[src/rtl/period_meter_pkg.sv]
// rtl/period_meter_pkg.sv - shared types and default sizing for the period meter
package period_meter_pkg;

    typedef enum logic {
        IDLE    = 1'b0,
        MEASURE = 1'b1
    } state_t;

    localparam int DEF_CNT_W   = 32;
    localparam int DEF_TIMEOUT = 100_000_000;

endpackage

[src/rtl/edge_sync.sv]
// rtl/edge_sync.sv - two-flop synchronizer plus delay flop with rise/fall pulses
module edge_sync (
    input  logic clk,
    input  logic reset_n,
    input  logic din,
    output logic rise,
    output logic fall
);

    logic s1;
    logic s2;
    logic s3;

    always_ff @(posedge clk) begin
        if (!reset_n) begin
            s1 <= 1'b0;
            s2 <= 1'b0;
            s3 <= 1'b0;
        end else begin
            s1 <= din;
            s2 <= s1;
            s3 <= s2;
        end
    end

    assign rise = s2 & ~s3;
    assign fall = ~s2 & s3;

endmodule

[src/rtl/period_meter.sv]
// rtl/period_meter.sv - measures period and high time of a slow input in clock cycles
module period_meter
    import period_meter_pkg::*;
#(
    parameter int CNT_W   = DEF_CNT_W,
    parameter int TIMEOUT = DEF_TIMEOUT
) (
    input  logic             i_clk,
    input  logic             i_reset_n,
    input  logic             i_sig,
    output logic [CNT_W-1:0] o_period,
    output logic [CNT_W-1:0] o_high,
    output logic             o_valid,
    output logic             o_locked,
    output logic             o_timeout
);

    localparam logic [CNT_W-1:0] LIMIT = CNT_W'(TIMEOUT - 1);
    localparam logic [CNT_W-1:0] ONE   = CNT_W'(1);

    state_t           state;
    state_t           state_next;
    logic             rise;
    logic             fall;
    logic             at_limit;
    logic [CNT_W-1:0] cnt;
    logic [CNT_W-1:0] hi_tmp;
    logic [CNT_W-1:0] period;
    logic [CNT_W-1:0] high;
    logic             valid;
    logic             locked;
    logic             timeout;

    edge_sync u_edge_sync (
        .clk     (i_clk),
        .reset_n (i_reset_n),
        .din     (i_sig),
        .rise    (rise),
        .fall    (fall)
    );

    assign at_limit = (cnt == LIMIT);

    always_ff @(posedge i_clk) begin
        if (!i_reset_n) begin
            state <= IDLE;
        end else begin
            state <= state_next;
        end
    end

    // A rise in the limit cycle still completes the measurement
    always_comb begin
        state_next = state;
        case (state)
            IDLE:    if (rise) state_next = MEASURE;
            MEASURE: if (!rise && at_limit) state_next = IDLE;
            default: state_next = IDLE;
        endcase
    end

    always_ff @(posedge i_clk) begin
        if (!i_reset_n) begin
            cnt     <= '0;
            hi_tmp  <= '0;
            period  <= '0;
            high    <= '0;
            valid   <= 1'b0;
            locked  <= 1'b0;
            timeout <= 1'b0;
        end else begin
            valid <= 1'b0;
            if (state == IDLE) begin
                cnt <= '0;
                if (rise) begin
                    locked <= 1'b1;
                end
            end else if (rise) begin
                period  <= cnt + ONE;
                high    <= hi_tmp;
                valid   <= 1'b1;
                cnt     <= '0;
                timeout <= 1'b0;
            end else if (at_limit) begin
                locked  <= 1'b0;
                timeout <= 1'b1;
                period  <= '0;
                high    <= '0;
                cnt     <= '0;
            end else begin
                cnt <= cnt + ONE;
                if (fall) begin
                    hi_tmp <= cnt + ONE;
                end
            end
        end
    end

    assign o_period  = period;
    assign o_high    = high;
    assign o_valid   = valid;
    assign o_locked  = locked;
    assign o_timeout = timeout;

endmodule
[config.mk]
export PLATFORM = sky130hd
export DESIGN_NAME = period_meter
export DESIGN_NICKNAME = d
export VERILOG_FILES = /design/src/rtl/period_meter_pkg.sv /design/src/rtl/edge_sync.sv /design/src/rtl/period_meter.sv
export SDC_FILE = /design/constraint.sdc
export NUM_CORES = 1
export LEC_CHECK = 0
export ABC_CLOCK_PERIOD_IN_PS = 2070
export CAP_MARGIN = 20
export CORE_MARGIN = 4
export CORE_UTILIZATION = 45
export CTS_CLUSTER_DIAMETER = 100
export CTS_CLUSTER_SIZE = 24
export DETAILED_ROUTE_END_ITERATION = 10
export PLACE_DENSITY_LB_ADDON = 0.12
export SYNTH_ARGS = -nofsm -noshare
export SYNTH_HDL_FRONTEND = slang
export SYNTH_SLANG_ARGS = --single-unit
[constraint.sdc]
create_clock -name i_clk -period 2.07 [get_ports i_clk]
set_input_delay 0.5175 -clock i_clk [delete_from_list [all_inputs] [get_ports i_clk]]
set_output_delay 0.5175 -clock i_clk [all_outputs]
set_load 0.01 [all_outputs]
==> impl_metrics.yaml <==
run_status:
  status: "complete, no violations"
finish:
  layout-area-overhead-vs-synth_pct: 33.2
  multi_input_area_um2: 2070
  n_antenna_cell: 0
  post_layout_nonfiller_instances: 725
  regArea_um2: 2700
  final_area_um2: 6620
  layout.nets: 576
  layout-drive-gt1-share_pct: 17.3
  fillCellCount: 897
global_route:
  grt_max_degree: 33
  grt_antenna_before_repair: 0
  grt_usage_pct: 19.3
  grt_overflow_total: 0
  first_global_vias: 3800
  grt_pass1_wl_mm: 19.2
placed_design:
  hpwl_mm: 7.67
  dp_cells: 693
  dpl_cell_area_um2: 5950
  gp_congestion: 0.785
  numPortBuffers: 69
power:
  pwr-share-seq_pct: 44.1
  power_frac_clock_pct: 54.1
  power.net_switching_mw: 1.17
  switching_share_pct: 19.8
  pwr_density_cell_nw_per_um2: 895
  intPower_mw: 4.75
  peakVddDrop_mv: 0.668
  leakage_nw: 2.30
  p_comb_share_pct: 1.7
  p_total_mw: 5.92
synth:
  yosys-top-cells-count: "135 x dfxtp_1, 43 x nand2_1, 41 x nor2_1"
  syn_inst: 487
  yosysSeqAreaShare_pct: 54.4
  yosysTopAreaCell: "dfxtp_1"
  yosysWarnings: 0
  async_flop_share_pct: 0
  synth_edf_count: 0
  syn-num-nets: 491
  synth_top_area_share_pct: 54.4
  synth_area_per_cell_um2: 10.2
  netlist_area_um2: 4970
  yosys_most_used_dff: "dfxtp_1"
  yosysMostFrequentCell: "dfxtp_1"
  synth-seq-cells: 135
  synth_cell_type_count: 40
  synth_top_cells_by_area: "dfxtp_1 54%, a22o_1 5.6%, a211oi_2 5.0%"
floorplan:
  rows: 38
  die_w_um: 113
  die_h_um: 113
  ioPinCount: 70
  coreArea_um2: 10800
  dieArea_um2: 12800
  start_util_pct: 45.8
setup_path:
  crit_chain: "clkdlybuf4s50_1"
  timing.critical_path.required_ps: 1550
  cp_num_buf_inv: 1
  cp-start-kind: "register"
  ff2ff_path_depth: 7
  crit_slowest_cell: "clkdlybuf4s50_1"
  slowest_delay_ps: 570
  cp.depth: 1
  critPathKind: "reg2out"
  cp.arrival_ps: 1480
  path_max_fanout: 2
  crit_family: "buffers and inverters"
  cp-end-kind: "output port"
hold_path:
  worstHoldPathType: "reg2reg"
  whs_path_depth: 2
clocking:
  root_buffer: "clkbuf_8"
  cts_inserted_buffers: 17
  postCtsSetupBuffers: 0
  clock_latency_ps: 530
  clock_sinks: 135
  cts_tree: "yes"
  clk_pin_slew_ps: 60
  cts_buffer_depth: 2
  htreeDepth: 4
drt:
  wl_mm: 11.5
  routed_via_density: 5.29
  dr.pass1.iters: 4
  drt-wirelength-per-cell_um: 15.8
  num_vias: 3833
  drc: 0
  drt_iter0_drc: 184
  ant_nets: 0
timing:
  slew_headroom_pct: 68.7
  drv_slew: 0
  setup-violations-final: 0
  rsz0062_at_grt: "no"
  hold_viol: 0
  post-route-period-util_pct: 96.5
  finalSetupTns_ps: 0
  period_needed_ps: 2000
  max_freq_mhz: 501
  final.setup_skew_ps: 6.32
  tightest_slew_ps: 468
run:
  cap_violations: 0
-- kinds of logic after synthesis --
logic type / count (synthesis) / share of synthesized area [%]
compound gates: 134 / 20.0
xor+xnor: 30 / 5.29
fa+ha+maj: 1 / 0.252
buf+inv: 41 / 4.48
simple gates: 146 / 15.6
flops: 135 / 54.4
-- power by group through the flow --
stage / registers (mW) / logic (mW) / clock network, mW
CTS: 2.61 / 0.104 / 3.26
global route: 2.61 / 0.113 / 3.38
finish: 2.61 / 0.103 / 3.20
detailed placement: 2.67 / 0.104 / 0
global placement: 2.67 / 0.102 / 0
floorplan: 2.67 / 0.0602 / 0
-- sequential cells by signal, summed over array words and instances (netlist names) --
name and count:
cnt 32, hi_tmp 32, o_high 32, o_locked 1
o_period 32, o_timeout 1, o_valid 1, state 1
u_edge_sync.s1 1, u_edge_sync.s2 1, u_edge_sync.s3 1
-- cells in the final DEF, fill, tap and decap left out, types with 13 or more instances in the layout --
master / n
xnor2_1: 13
clkdlybuf4s50_1: 69
a22o_1: 32
a211oi_2: 20
nor2_1: 40
o21ai_1: 17
clkbuf_16: 16
a21oi_1: 22
nand3_1: 13
nand2_1: 43
xor2_1: 17
buf_4: 22
dfxtp_1: 135
o21ai_0: 29
-- worst register-to-register path: cells and delay by family (launching register included) --
kind                     cells  cell delay, ps
buffers and inverters        1             170
AO/OA/AOI/OAI                1             140
flip-flops                   1             340
AND/OR/NAND/NOR              3             670
adder cells (fa/ha/maj)      1             220
XOR/XNOR                     1             230
-- final cells by class --
class / instances / area share, %
inverters: 8 / 0.454
clock buffers: 19 / 6.52
clock inverters: 13 / 3.06
multi-input cells: 311 / 31.2
flip-flops and latches: 135 / 40.8
repair buffers: 99 / 15.2
well taps: 140 / 2.65
-- path summary, 6_finish.rpt --
path | from | to | slack (ps)
max | o_high[1]$_SDFFE_PN0P_ | o_high[1] | 70
min | o_period[25]$_SDFFE_PN0P_ | o_period[25]$_SDFFE_PN0P_ | 450
max reg2reg | cnt[0]$_SDFF_PP0_ | o_period[12]$_SDFFE_PN0P_ | 190
min reg2reg | o_period[25]$_SDFFE_PN0P_ | o_period[25]$_SDFFE_PN0P_ | 450
-- through the flow --
stage,utilization (%),hold WS (ps),worst slack (ps)
floorplan,-,412,275
finish,61.0,446,72.3
detailed placement,54.9,438,45.0
global placement,54.9,431,93.8
CTS,60.8,453,48.7
global route,61.0,467,4.16
-- repair_timing --
| action | 4_1_cts | 5_1_grt |
|---|---|---|
| hold buffers | 0 | 0 |
| hold endpoints to repair | 0 | 0 |
| gates resized for setup | 0 | 6 |
| setup endpoints to repair | 0 | 55 |
-- per-layer routing --
metal,wire length (µm),vias to the layer above,global-route usage (%)
met4,228,0,7.53
met5,0,-,0
met3,544,19,7.43
met1,5370,1816,23.4
met2,5330,85,30.8
li1,-,1913,-
Power figures use the tool's default switching activity.
